[config.mk]
export PLATFORM = sky130hd
export DESIGN_NAME = binom_stream_ctrl_flat
export DESIGN_NICKNAME = d
export VERILOG_FILES = /design/src/rtl/binom_stream_ctrl_pkg.sv /design/src/rtl/binom_stream_ctrl_if.sv /design/src/rtl/binom_stream_ctrl_sample.sv /design/src/rtl/binom_stream_ctrl.sv /design/src/flat_wrapper.sv
export SDC_FILE = /design/constraint.sdc
export NUM_CORES = 1
export LEC_CHECK = 0
export CAP_MARGIN = 10
export CORE_MARGIN = 8
export CORE_UTILIZATION = 68
export CTS_CLUSTER_SIZE = 30
export DETAILED_ROUTE_END_ITERATION = 10
export GPL_ROUTABILITY_DRIVEN = 1
export HOLD_SLACK_MARGIN = 0.02
export PLACE_DENSITY = 0.86
export SETUP_SLACK_MARGIN = 0.15
export SLEW_MARGIN = 20
export SYNTH_ARGS = -nofsm -noshare
export SYNTH_HDL_FRONTEND = slang
export SYNTH_SLANG_ARGS = --single-unit
[constraint.sdc]
create_clock -name clk_i -period 13.46 [get_ports clk_i]
set_input_delay 2.019 -clock clk_i [delete_from_list [all_inputs] [get_ports clk_i]]
set_output_delay 2.019 -clock clk_i [all_outputs]
set_load 0.02 [all_outputs]
[src/rtl/binom_stream_ctrl_pkg.sv]
// Shared definitions for the binomial sampler stream controller.
// Holds the sampler mode encoding, the per-mode k / modulus lookups,
// the modulus constants, the controller FSM state type and a popcount helper.
package binom_stream_ctrl_pkg;

    localparam logic [15:0] Q_3329  = 16'd3329;
    localparam logic [15:0] Q_8192  = 16'd8192;
    localparam logic [15:0] Q_12289 = 16'd12289;

    // Codes 101..110..111 are not named; they decode like MODE_K8.
    typedef enum logic [2:0] {
        MODE_K2 = 3'b000,
        MODE_K3 = 3'b001,
        MODE_K4 = 3'b010,
        MODE_K5 = 3'b011,
        MODE_K8 = 3'b100
    } mode_e;

    typedef enum logic [1:0] {
        ST_IDLE = 2'd0,
        ST_RUN  = 2'd1,
        ST_DONE = 2'd2
    } state_t;

    // Bits per operand for a given mode.
    function automatic logic [3:0] mode_k(input logic [2:0] m);
        logic [3:0] k;
        case (m)
            MODE_K2: k = 4'd2;
            MODE_K3: k = 4'd3;
            MODE_K4: k = 4'd4;
            MODE_K5: k = 4'd5;
            default: k = 4'd8;
        endcase
        return k;
    endfunction

    // Coefficient modulus for a given mode.
    function automatic logic [15:0] mode_modulus(input logic [2:0] m);
        logic [15:0] q;
        case (m)
            MODE_K2:                   q = Q_3329;
            MODE_K3, MODE_K4, MODE_K5: q = Q_8192;
            default:                   q = Q_12289;
        endcase
        return q;
    endfunction

    function automatic logic [4:0] popcount16(input logic [15:0] v);
        logic [4:0] c;
        c = '0;
        for (int i = 0; i < 16; i++) begin
            c = c + 5'(v[i]);
        end
        return c;
    endfunction

endpackage

[src/rtl/binom_stream_ctrl_if.sv]
// Random-word stream and coefficient write port of binom_stream_ctrl.
//   rnd_valid_i / rnd_data_i / rnd_ready_o : 32-bit random-word stream
//   coef_we_o / coef_addr_o / coef_wdata_o : coefficient-pair write port
// Handshake: a word transfers on a rising clock edge where rnd_valid_i and
// rnd_ready_o are both 1. Once raised, valid and data stay stable until the
// transfer. rnd_ready_o never depends combinationally on rnd_valid_i.
// The write port has no back-pressure: every coef_we_o cycle is one write.
interface binom_stream_ctrl_if #(
    parameter int N_PAIRS = 128
) ();
    logic                       rnd_valid_i;
    logic [31:0]                rnd_data_i;
    logic                       rnd_ready_o;
    logic                       coef_we_o;
    logic [$clog2(N_PAIRS)-1:0] coef_addr_o;
    logic [31:0]                coef_wdata_o;

    modport slave (
        input  rnd_valid_i, rnd_data_i,
        output rnd_ready_o, coef_we_o, coef_addr_o, coef_wdata_o
    );

    modport master (
        output rnd_valid_i, rnd_data_i,
        input  rnd_ready_o, coef_we_o, coef_addr_o, coef_wdata_o
    );
endinterface

[src/rtl/binom_stream_ctrl_sample.sv]
// binom_sample: combinational centered-binomial sampler for one pair.
//   in_1_i  : a0 in [7:0], a1 in [23:16], all other bits 0
//   in_2_i  : b0 in [7:0], b1 in [23:16], all other bits 0
//   q_i     : modulus
//   coef_o  : {coef_hi, coef_lo}, each (popcount(a) - popcount(b)) mod q
module binom_sample
    import binom_stream_ctrl_pkg::*;
(
    input  logic [31:0] in_1_i,
    input  logic [31:0] in_2_i,
    input  logic [15:0] q_i,
    output logic [31:0] coef_o
);
    logic [4:0]  pa_lo, pb_lo, pa_hi, pb_hi;
    logic [15:0] coef_lo, coef_hi;

    // Unused operand bits are zero, so counting whole halves is exact.
    assign pa_lo = popcount16(in_1_i[15:0]);
    assign pb_lo = popcount16(in_2_i[15:0]);
    assign pa_hi = popcount16(in_1_i[31:16]);
    assign pb_hi = popcount16(in_2_i[31:16]);

    // A negative difference wraps to q - |diff|.
    assign coef_lo = (pa_lo >= pb_lo) ? 16'(pa_lo - pb_lo) : q_i - 16'(pb_lo - pa_lo);
    assign coef_hi = (pa_hi >= pb_hi) ? 16'(pa_hi - pb_hi) : q_i - 16'(pb_hi - pa_hi);

    assign coef_o = {coef_hi, coef_lo};
endmodule

[src/rtl/binom_stream_ctrl.sv]
// binom_stream_ctrl: pulls 32-bit random words into a bit buffer, slices
// 4k bits per fire into two (a,b) operand pairs, samples them through
// binom_sample and writes N_PAIRS coefficient pairs to consecutive addresses.
//   clk_i, rst_ni     : clock, asynchronous active-low reset
//   start_i, mode_i   : start pulse and sampler mode (latched on start)
//   bus (slave)       : random-word stream in, coefficient write port out
//   busy_o, done_o    : busy in RUN/DONE, done pulse with the last write
//   state_o           : current FSM state
module binom_stream_ctrl
    import binom_stream_ctrl_pkg::*;
#(
    parameter int N_PAIRS = 128,
    parameter int BUF_W   = 64
) (
    input  logic                clk_i,
    input  logic                rst_ni,
    input  logic                start_i,
    input  logic [2:0]          mode_i,
    binom_stream_ctrl_if.slave  bus,
    output logic                busy_o,
    output logic                done_o,
    output state_t              state_o
);
    localparam int AW     = $clog2(N_PAIRS);
    localparam int FILL_W = $clog2(BUF_W + 1);

    state_t             state_q, state_d;
    logic [2:0]         mode_q, mode_d;
    logic [BUF_W-1:0]   bits_q, bits_d;
    logic [FILL_W-1:0]  fill_q, fill_d;
    logic [AW-1:0]      cnt_q, cnt_d;
    logic               we_q, we_d;
    logic [AW-1:0]      addr_q, addr_d;
    logic [31:0]        wdata_q, wdata_d;

    logic [3:0]         k;
    logic [15:0]        q;
    logic [FILL_W-1:0]  step;
    logic [7:0]         mask, a0, b0, a1, b1;
    logic [31:0]        in_1, in_2, sample_out;
    logic [15:0]        need;
    logic               fire, rnd_ready, accept;
    logic [BUF_W-1:0]   base;
    logic [FILL_W-1:0]  pos;

    assign k    = mode_k(mode_q);
    assign q    = mode_modulus(mode_q);
    assign step = FILL_W'({k, 2'b00});
    assign mask = 8'((9'd1 << k) - 9'd1);

    // Bits the remaining pairs still need. Once the buffer holds them all,
    // further words would only be discarded, so ready drops and a polynomial
    // consumes exactly 4k*N_PAIRS/32 words.
    assign need = 16'((AW+1)'(N_PAIRS) - (AW+1)'(cnt_q)) * 16'(step);

    assign fire      = (state_q == ST_RUN) && (fill_q >= step);
    assign rnd_ready = (state_q == ST_RUN) && (fill_q <= FILL_W'(BUF_W - 32))
                       && (16'(fill_q) < need);
    assign accept    = rnd_ready && bus.rnd_valid_i;

    // Operand slices, LSB consumed first.
    assign a0   = bits_q[7:0] & mask;
    assign b0   = 8'(bits_q >> k) & mask;
    assign a1   = 8'(bits_q >> {k, 1'b0}) & mask;
    assign b1   = 8'(bits_q >> (6'({k, 1'b0}) + 6'(k))) & mask;
    assign in_1 = {8'd0, a1, 8'd0, a0};
    assign in_2 = {8'd0, b1, 8'd0, b0};

    binom_sample u_sample (
        .in_1_i (in_1),
        .in_2_i (in_2),
        .q_i    (q),
        .coef_o (sample_out)
    );

    always_comb begin
        state_d = state_q;
        mode_d  = mode_q;
        bits_d  = bits_q;
        fill_d  = fill_q;
        cnt_d   = cnt_q;
        we_d    = 1'b0;
        addr_d  = addr_q;
        wdata_d = wdata_q;
        base    = bits_q;
        pos     = fill_q;

        case (state_q)
            ST_IDLE: begin
                if (start_i) begin
                    state_d = ST_RUN;
                    mode_d  = mode_i;
                    bits_d  = '0;
                    fill_d  = '0;
                    cnt_d   = '0;
                end
            end
            ST_RUN: begin
                if (fire) begin
                    base = bits_q >> step;
                    pos  = fill_q - step;
                end
                // A new word lands directly above the bits that survive this cycle.
                bits_d = accept ? (base | (BUF_W'(bus.rnd_data_i) << pos)) : base;
                fill_d = accept ? (pos + FILL_W'(32)) : pos;
                if (fire) begin
                    we_d    = 1'b1;
                    addr_d  = cnt_q;
                    wdata_d = sample_out;
                    cnt_d   = cnt_q + AW'(1);
                    if (cnt_q == AW'(N_PAIRS - 1)) begin
                        state_d = ST_DONE;
                        bits_d  = '0;
                        fill_d  = '0;
                        cnt_d   = '0;
                    end
                end
            end
            ST_DONE: state_d = ST_IDLE;
            default: state_d = ST_IDLE;
        endcase
    end

    always_ff @(posedge clk_i or negedge rst_ni) begin
        if (!rst_ni) begin
            state_q <= ST_IDLE;
            mode_q  <= '0;
            bits_q  <= '0;
            fill_q  <= '0;
            cnt_q   <= '0;
            we_q    <= 1'b0;
            addr_q  <= '0;
            wdata_q <= '0;
        end else begin
            state_q <= state_d;
            mode_q  <= mode_d;
            bits_q  <= bits_d;
            fill_q  <= fill_d;
            cnt_q   <= cnt_d;
            we_q    <= we_d;
            addr_q  <= addr_d;
            wdata_q <= wdata_d;
        end
    end

    assign bus.rnd_ready_o  = rnd_ready;
    assign bus.coef_we_o    = we_q;
    assign bus.coef_addr_o  = addr_q;
    assign bus.coef_wdata_o = wdata_q;
    assign busy_o           = (state_q != ST_IDLE);
    assign done_o           = (state_q == ST_DONE);
    assign state_o          = state_q;
endmodule

[src/flat_wrapper.sv]
// flat-port wrapper written by rule: the top's interface ports become plain ports
module binom_stream_ctrl_flat import binom_stream_ctrl_pkg::*;
#(
    parameter int N_PAIRS = 128,
    parameter int BUF_W   = 64
)
  (clk_i, rst_ni, start_i, mode_i, busy_o, done_o, state_o, bus_rnd_valid_i, bus_rnd_data_i, bus_rnd_ready_o, bus_coef_we_o, bus_coef_addr_o, bus_coef_wdata_o);
  binom_stream_ctrl_if #(.N_PAIRS(N_PAIRS)) bus_i ();
  input  logic clk_i;
  input  logic rst_ni;
  input  logic start_i;
  input  logic [2:0] mode_i;
  output logic busy_o;
  output logic done_o;
  output state_t state_o;
  input wire logic [$bits(bus_i.rnd_valid_i)-1:0] bus_rnd_valid_i;
  input wire logic [$bits(bus_i.rnd_data_i)-1:0] bus_rnd_data_i;
  output wire logic [$bits(bus_i.rnd_ready_o)-1:0] bus_rnd_ready_o;
  output wire logic [$bits(bus_i.coef_we_o)-1:0] bus_coef_we_o;
  output wire logic [$bits(bus_i.coef_addr_o)-1:0] bus_coef_addr_o;
  output wire logic [$bits(bus_i.coef_wdata_o)-1:0] bus_coef_wdata_o;
  assign bus_i.rnd_valid_i = bus_rnd_valid_i;
  assign bus_i.rnd_data_i = bus_rnd_data_i;
  assign bus_rnd_ready_o = bus_i.rnd_ready_o;
  assign bus_coef_we_o = bus_i.coef_we_o;
  assign bus_coef_addr_o = bus_i.coef_addr_o;
  assign bus_coef_wdata_o = bus_i.coef_wdata_o;
  binom_stream_ctrl #(.N_PAIRS(N_PAIRS), .BUF_W(BUF_W)) u_core (.clk_i(clk_i), .rst_ni(rst_ni), .start_i(start_i), .mode_i(mode_i), .bus(bus_i), .busy_o(busy_o), .done_o(done_o), .state_o(state_o));
endmodule
-- Word level (Yosys, flattened, before mapping)
Index checks and enable logic that the tools add are counted.
- flip-flop bits (word level): 123
- logic and storage cells: 115
- add/sub/neg operators: 40
- multiply operators: 1
- magnitude comparators: 5
- equal/unequal tests: 9
- shifts and indexed selects: 6
- multiplexer cells: 27
- bitwise operators: 5
- reductions and logical operators: 14
- operator list (kind ; number):
    $mux W64 ; 6
    $pmux W64 S2 ; 1
    $or A64 B64 Y64 ; 1
    $shl A32 B7 Y64 ; 1
    $shr A64 B4 Y8 ; 1
    $shr A64 B5 Y8 ; 1
    $shr A64 B6 Y64 ; 1
    $shr A64 B6 Y8 ; 1
    $add A5 B1 Y5 ; 12
    $mux W7 ; 8
    $and A8 B8 Y8 ; 4
    $mux W16 ; 2
    $sub A16 B16 Y16 ; 2
    $pmux W14 S2 ; 1
    $pmux W7 S2 ; 2
    $sub A5 B5 Y6 ; 4
    $add A4 B1 Y5 ; 4
    $add A3 B1 Y4 ; 4
    $lt A7 B16 Y1 ; 1
    $mul A16 B4 Y14 ; 1
    $pmux W4 S4 ; 1
    $add A2 B1 Y3 ; 4
    $ge A5 B5 Y1 ; 2
    $sub A8 B7 Y9 const A ; 1
    26 further kinds ; 41

-- Longest topological paths before layout
Gate-level depths: netlist of the first run.
- depth after elaboration: 15
- mapped depth: 37
- mapped depth without buffers: 30

-- Hierarchy
From an unflattened synthesis of the first run, not the netlist that was laid out.
- cells, all modules: 2269
- area, all modules: 17523.1 µm²
- by module, submodules not included (module ; instances ; cells each ; area an instance (µm²) ; seq. area each (µm²)):
    binom_stream_ctrl ; 1 ; 1725 ; 13324.0 ; 3027.9
    binom_sample ; 1 ; 544 ; 4199.0 ; 0.0

-- Worst setup path before layout of the first run
No wires, ideal clock.
- path type: register to register
- start point: reg u_core.mode_q[1]
- end point: reg u_core.wdata_q[29] (netlist: u_core.bus.coef_wdata_o[29])
- library setup time: 0.125 ns
- arrival time: 9.057 ns
- setup slack: 4.278 ns
- stages on the path, launching flop included: 36
- clock period less this slack: 9.182 ns
- cell sequence: dfrtp_1 -> buf_2 -> clkinv_1 -> nand2_1 -> clkinv_1 -> buf_1 -> clkbuf_1 -> buf_1 -> ha_1 -> fa_1 -> clkbuf_1 -> clkbuf_1 -> clkbuf_1 -> nand2_1 -> o21ai_0 -> a211oi_1 -> o21a_1 -> fa_1 -> inv_1 -> fa_1 -> fa_1 -> inv_1 -> ha_1 -> fa_1 -> inv_1 -> ha_1 -> nor2b_1 -> o21ai_0 -> a21boi_0 -> or2_2 -> clkbuf_1 -> ha_1 -> and2_1 -> a221oi_1 -> xor2_1 -> a21oi_1
- word-level cells in the longest chain between the ends: 15
- elaborated cells between the ends (all ways): 36
- classes of those cells: 19 x add/sub; 2 x order compare; 3 x eq/ne; 3 x shift; 3 x mux; 2 x bitwise; 4 x reduce/logical
- ends and longest elaborated chain (what ; line ; RTL):
    from (decl) ; binom_stream_ctrl.sv:28 ; logic [2:0] mode_q, mode_d;
    from (signal assigned) ; binom_stream_ctrl.sv:136 ; mode_q <= mode_d;
    $eq A3 B2 Y1 (tied with other cells) ; binom_stream_ctrl_pkg.sv:28, binom_stream_ctrl_pkg.sv:41 ;
    $pmux W4 S4 ; binom_stream_ctrl_pkg.sv:28 ; case (m)
    $add A5 B4 Y6 or $shl A1 B4 Y8 (tied branches) ; binom_stream_ctrl.sv:65, binom_stream_ctrl.sv:49 ;
    $shr A64 B6 Y8 or $sub A8 B1 Y8 (tied branches) ; binom_stream_ctrl.sv:65, binom_stream_ctrl.sv:49 ;
    $and A8 B8 Y8, on equally long branches ; binom_stream_ctrl.sv:65, binom_stream_ctrl.sv:64 ;
    $add A1 B1 Y2 ; binom_stream_ctrl_pkg.sv:53 ; c = c + 5'(v[i]);
    $add A2 B1 Y3 ; binom_stream_ctrl_pkg.sv:53 ;
    $add A3 B1 Y4 ; binom_stream_ctrl_pkg.sv:53 ;
    $add A4 B1 Y5 ; binom_stream_ctrl_pkg.sv:53 ;
    $add A5 B1 Y5 (3 in series) ; binom_stream_ctrl_pkg.sv:53 ;
    $sub A5 B5 Y6 ; binom_stream_ctrl_sample.sv:25 ; assign coef_hi = (pa_hi >= pb_hi) ? 16'(pa_hi - pb_hi) : q_i - 16'(pb_hi - pa_hi);
    $sub A16 B16 Y16 ; binom_stream_ctrl_sample.sv:25 ;
    $mux W16 ; binom_stream_ctrl_sample.sv:25 ;
    to (signal assigned) ; binom_stream_ctrl.sv:142 ; wdata_q <= wdata_d;
    to (decl) ; binom_stream_ctrl.sv:34 ; logic [31:0] wdata_q, wdata_d;
Parallel ways exist; a longest one is shown, timed or not.
A chain may end at the register's enable or synchronous reset.

-- Worst setup path in the final report of the first run
- start point: reg u_core.mode_q[2]
- end point: out bus_rnd_ready_o
- word-level cells in the longest chain between the ends: 5
- elaborated cells between the ends (all ways): 8
- classes of those cells: 1 x mul; 1 x order compare; 3 x eq/ne; 1 x mux; 2 x reduce/logical
- ends and longest elaborated chain (what ; line ; RTL):
    $eq A3 B2 Y1 (tied with other cells) ; binom_stream_ctrl_pkg.sv:28 ;
    $pmux W4 S4 (*) ; binom_stream_ctrl_pkg.sv:28 ;
    $mul A16 B4 Y14 (*) ; binom_stream_ctrl.sv:54 ; assign need = 16'((AW+1)'(N_PAIRS) - (AW+1)'(cnt_q)) * 16'(step);
    $lt A7 B16 Y1 (*) ; binom_stream_ctrl.sv:58 ; && (16'(fill_q) < need);
    $logic_and A1 B1 Y1 (*) ; binom_stream_ctrl.sv:58 ;
    to (decl) ; flat_wrapper.sv:18 ; output wire logic [$bits(bus_i.rnd_ready_o)-1:0] bus_rnd_ready_o;
Every way passes the cells marked *; elsewhere a longest branch is shown, timed or not.

==> results.cfg, run 1 <==
[outcome]
status = finished, final reports clean

[yosys]
ys_warn_count = 0
synthFlopType = dfrtp_1
yosys-top-cells-area = dfrtp_1 (19%), mux2i_1 (12%), ha_1 (6.3%)
ys_seq_elements = 121
async_flop_share_pct = 100
synth_edf_count = 0
yosysTopAreaCellShare_pct = 19.4
ys_types = 96
synthCells = 1928
yosysSeqAreaShare_pct = 19.4
synth_fp_nets = 2080
mappedNetlistArea_sq_um = 15600
yosysTopAreaCell = dfrtp_1
syn_area_per_cell_sq_um = 8.09

[placed_design]
place_ws_ns = 3.84
gp_congestion = 0.989
place_hpwl_um = 39300
io_buffers = 83

[die]
die_h_um = 167
core_sq_um = 22600
start_util_pct = 69.1
die_area_sq_um = 28000
die_w_um = 167
rows = 55
num_io_pins = 84

[job]
cap_violations = 0

[setup_path]
crit_type = reg -> out
critPathBufInv = 5
worst_setup_path_start_kind = register
slowest_delay_ns = 0.71
required_ns = 11.44
crit_family = buffers and inverters
worstSetupEndpointType = output pin
r2r-start = u_core.mode_q[2]
crit_slowest_cell = buf_4
crit_start = u_core.mode_q[2]
arrival_ns = 8.06
crit_fanout = 85
crit_chain = buf_4 -> inv_2 -> nand2_2 -> buf_4 -> ha_2 -> buf_4 -> nor2_1 -> nand2_1 -> fa_1 -> fa_1 -> fa_1 -> ha_1 -> o211ai_1 -> a21o_1 -> a21boi_0 -> o221ai_1 -> nor4_4 -> nand2_1 -> and2_1 -> clkdlybuf4s50_1

[sta]
hold_viol = 0
report.final.setup_viol = 0
tns_ns = 0
relSlewSlack_pct = 26.1
finalMaxSlewViolations = 0
skew_ns = 0.0134
tightest_slew_ns = 1.10
max_freq_ghz = 0.0992
fin_crit_ns = 10.08
rsz0062_at_grt = no
holdWs_ns = 0.478
finalWorstSetupSlack_ns = 3.38
period_share_pct = 74.9

[layout]
areaGrowthSynthToFinish_pct = 7.98
nNetsFinal = 2048
mostFrequentLayoutCells = nand2_1 (207), mux2i_1 (191), nor2_1 (165), a21oi_1 (138), dfrtp_1 (121)
multi_input_area_sq_um = 11500
postLayoutCoreUtil_pct = 74.6
nFillCells = 1805
seqCellArea_sq_um = 3030
layout_commonest_cell = nand2_1
final_layout_size_suffix_gt1_share_pct = 7.44
insertedDiodeCount = 0

[drt]
firstDrtPassIters = 6
drt-initial-drc-count = 2308
num_vias = 15967
wirelength_um = 53800
routed_via_density = 7.28
ant_nets = 0
drc_errors = 0
wl_per_cell_um = 24.5

[clock_network]
clockBufferDepth = 2
postCtsHoldBufs = 0
cts_num_sinks = 121
cts_resized = 0
cts_tree = done
postCtsSetupBuffers = 0
insertion_delay_ns = 0.42
clkTransAtPathRegs_ns = 0.06
cts-root-buf = clkbuf_16
cts_max_level = 4
numCtsBuffers = 17

[global_routing]
grtUsageTotal_pct = 37.6
grt_pass1_wl_um = 85100
grt_max_degree = 86
antenna_found_initial = 0
grt_pass1_vias = 15102
grt_overflow = 0

[hold_path]
holdCritPathClass = reg -> reg
hp-start = u_core.bus.coef_wdata_o[3]
==> through the flow <==
step,std cells,area (sq um)
4_1_cts,2194,16800
2_1_floorplan,1928,15600
6_report,2194,16800
3_3_place_gp,2162,16200
5_1_grt,2194,16800
3_5_place_dp,2162,16200
==> worst paths after layout <==
kind                                                     to  slack [ns]  depth (start not counted)
max in group asynchronous                  u_core.bits_q[4]       10.45                          2
worst max register to register  u_core.bus.coef_wdata_o[29]        3.76                         30
worst min register to register   u_core.bus.coef_wdata_o[3]        0.48                          2
worst min-delay path             u_core.bus.coef_wdata_o[3]        0.48                          2
worst max-delay path                        bus_rnd_ready_o        3.38                         20
min in group asynchronous                  u_core.fill_q[2]        1.65                          1
==> Yosys cell counts, types with 10 or more instances <==
cell / n
a211oi_1: 62
a21o_1: 17
a21oi_1: 138
a22oi_1: 32
a311oi_1: 10
a31oi_1: 25
and2_1: 35
and3_1: 13
buf_1: 20
buf_2: 23
buf_4: 12
clkbuf_1: 91
dfrtp_1: 121
fa_1: 34
ha_1: 79
inv_1: 82
mux2_2: 12
mux2i_1: 192
mux4_2: 33
nand2_1: 208
nand2b_1: 16
nand3_1: 29
nor2_1: 167
nor2b_1: 13
nor3_1: 42
nor3b_1: 15
o211ai_1: 32
o21ai_0: 108
o21ai_1: 16
o21bai_1: 12
o221ai_1: 10
o22ai_1: 14
o31ai_1: 11
xnor2_1: 20
xor2_1: 19
==> metal layers <==
metal,routed length (um),GRT usage (%)
met5,0,0
met4,3130,18.6
met3,6990,10.1
met2,22800,55.9
met1,20900,49.8
==> area by class of cell <==
cell class	instances	area share (%)
multi-input combinational	1564	68.5
sequential	121	18.0
inverter	88	1.96
clock buffer	20	2.71
timing repair buffer	104	5.85
tap	285	2.12
clock inverter	12	0.839
==> cells by family (layout without fill, tap and decap cells) <==
logic type | Yosys count | count (layout) | synth area share (%)
adder cells (fa/ha/maj) | 113 | 113 | 10.7
AND/OR/NAND/NOR | 586 | 586 | 17.6
flip-flops | 121 | 121 | 19.4
AO/OA/AOI/OAI | 584 | 584 | 25.1
XOR/XNOR | 39 | 39 | 2.19
buffers and inverters | 243 | 224 | 6.71
multiplexers | 242 | 242 | 18.4
==> state kept, by name, indices dropped and copies added, names as in the netlist <==
| register | cells |
|---|---|
| u_core.bus.coef_wdata_o | 32 |
| u_core.fill_q | 5 |
| u_core.bits_q | 64 |
| u_core.cnt_q | 7 |
| u_core.bus.coef_we_o | 1 |
| u_core.bus.coef_addr_o | 7 |
| u_core.state_o | 2 |
| u_core.mode_q | 3 |
==> tightest hold or removal path, cell delays in order (launching register included) <==
cell     delay [ns]
dfrtp_1        0.34
nand2_1        0.04
o21ai_0        0.06
Power of run 1 is not shown: default switching activity piles up to over one toggle a cycle in this logic, so the estimate is an artifact.
==> inputs of run 2 (changes only) <==
Settings changed: CORE_UTILIZATION 68 to 57, PLACE_DENSITY 0.86 to 0.76.
Clock period 13.46 ns to 8.4 ns, I/O delays scaled along.
==> results.cfg, run 2 (synthesized netlist as in run 1, its figures left out) <==
[outcome]
status = finished, final reports clean

[layout]
postLayoutCoreUtil_pct = 63.9
areaGrowthSynthToFinish_pct = 10.4
mostFrequentLayoutCells = nand2_1 (207), mux2i_1 (191), nor2_1 (165), a21oi_1 (138), dfrtp_1 (120)
final_layout_size_suffix_gt1_share_pct = 8.79
largest_reg_flops = 64
nNetsFinal = 2074
insertedDiodeCount = 0
largest-register = u_core.bits_q
layout_commonest_cell = nand2_1

[clock_network]
cts_max_level = 4
insertion_delay_ns = 0.43
cts-root-buf = clkbuf_16
clkTransAtPathRegs_ns = 0.07
numCtsBuffers = 17
cts_tree = done
cts_num_sinks = 121
postCtsHoldBufs = 0
clockBufferDepth = 2

[setup_path]
arrival_ns = 8.11
crit_fanout = 16
crit_start = u_core.mode_q[2]
worstSetupEndpointType = register
worst_setup_path_start_kind = register
cp-endpoint = u_core.bus.coef_wdata_o[29]
required_ns = 8.71
r2r_setup_slack_ns = 0.60
r2r-start = u_core.mode_q[2]
crit_type = reg -> reg
reg2regPathDepth = 25
r2r-end = u_core.bus.coef_wdata_o[29]

[placed_design]
io_buffers = 83
place_ws_ns = 0.447
place_hpwl_um = 41700
gp_congestion = 0.987

[global_routing]
grt_max_degree = 132
antenna_found_initial = 0
grt_overflow = 0
grtUsageTotal_pct = 33.3
grt_pass1_wl_um = 87900
grt_pass1_vias = 15179

[drt]
firstDrtPassIters = 6
drt-initial-drc-count = 1696
drc_errors = 0
wirelength_um = 56000
ant_nets = 0
routed_via_density = 6.94
wl_per_cell_um = 24.6
num_vias = 15801

[sta]
tightest_slew_ns = 1.10
max_freq_ghz = 0.128
skew_ns = 0.0161
period_share_pct = 92.9
fin_crit_ns = 7.80
rsz0062_at_grt = no
hold_viol = 0
finalMaxSlewViolations = 0
report.final.setup_viol = 0
tns_ns = 0
relSlewSlack_pct = 25.9
finalWorstSetupSlack_ns = 0.600

[die]
start_util_pct = 57.9
rows = 60
core_sq_um = 27000
die_h_um = 181
die_area_sq_um = 32900
num_io_pins = 84
die_w_um = 181

[hold_path]
holdCritPathClass = reg -> reg
hp-start = u_core.bus.coef_wdata_o[0]

[job]
cap_violations = 0
-- run 2: cell types whose count changed in the layout (fill, tap and decap cells not counted), sizes merged --
cell / delta
clkinv: -1
clkinvlp: -1
buf: +25
bufinv: +1
clkbuf: +3
inv: -1
-- run 2: worst min-delay path by stage --
stage                     slack, ns  depth (start not counted)                          to
after detailed placement       0.47                          2  u_core.bus.coef_wdata_o[0]
after floorplan                0.51                          2           u_core.bits_q[61]
after global placement         0.46                          2   u_core.bus.coef_addr_o[6]
after CTS                      0.48                          2  u_core.bus.coef_wdata_o[0]
after global routing           0.50                          2  u_core.bus.coef_wdata_o[0]
final                          0.48                          2  u_core.bus.coef_wdata_o[0]
-- run 2: layer usage --
| metal | vias up | share of wire (%) | GRT usage [%] |
|---|---|---|---|
| met4 | 0 | 4.9 | 15.4 |
| met3 | 169 | 10 | 5.83 |
| li1 | 7079 | - | - |
| met1 | 7543 | 42 | 46.4 |
| met2 | 1010 | 43 | 49.7 |
| met5 | - | 0 | 0 |
-- run 2: area by class of cell --
class                           count  area [sq um]
Fill cell                        2390          9730
Clock inverter                     10           143
Multi-Input combinational cell   1564         11600
Clock buffer                       22           464
Sequential cell                   121          3030
Inverter                           88           332
Tap cell                          341           427
Timing Repair Buffer              130          1250
-- run 2: repair_timing --
item | CTS | global route
endpoints found under the setup margin | 0 | 8
buffers inserted | 0 | 7
resized for setup | 0 | 5
-- run 2: metrics by stage --
step / hold slack, ns / instance area, sq um / instances
6_report: 0.480 / 17200 / 2276
5_1_grt: 0.502 / 17200 / 2276
4_1_cts: 0.484 / 17100 / 2268
3_5_place_dp: 0.470 / 16500 / 2236
3_3_place_gp: 0.461 / 16500 / 2236
2_1_floorplan: 0.506 / 15700 / 1928
-- run 2: critical path, stage by stage, from the launching register on --
cell      delay [ns]
dfrtp_2         0.45
nand2b_4        0.26
inv_2           0.06
ha_1            0.24
fa_2            0.82
buf_4           0.33
mux2_2          0.36
a221oi_1        0.45
nor4_1          0.08
o21ai_0         0.29
fa_1            0.55
fa_1            0.56
inv_1           0.04
ha_1            0.22
fa_1            0.53
inv_1           0.12
ha_1            0.35
nor2b_1         0.15
o21ai_0         0.22
a21boi_0        0.17
or2_4           0.33
ha_1            0.35
and2_1          0.19
a221oi_1        0.31
xor2_1          0.17
a21oi_1         0.08
Power of run 2 is left out for the same reason.
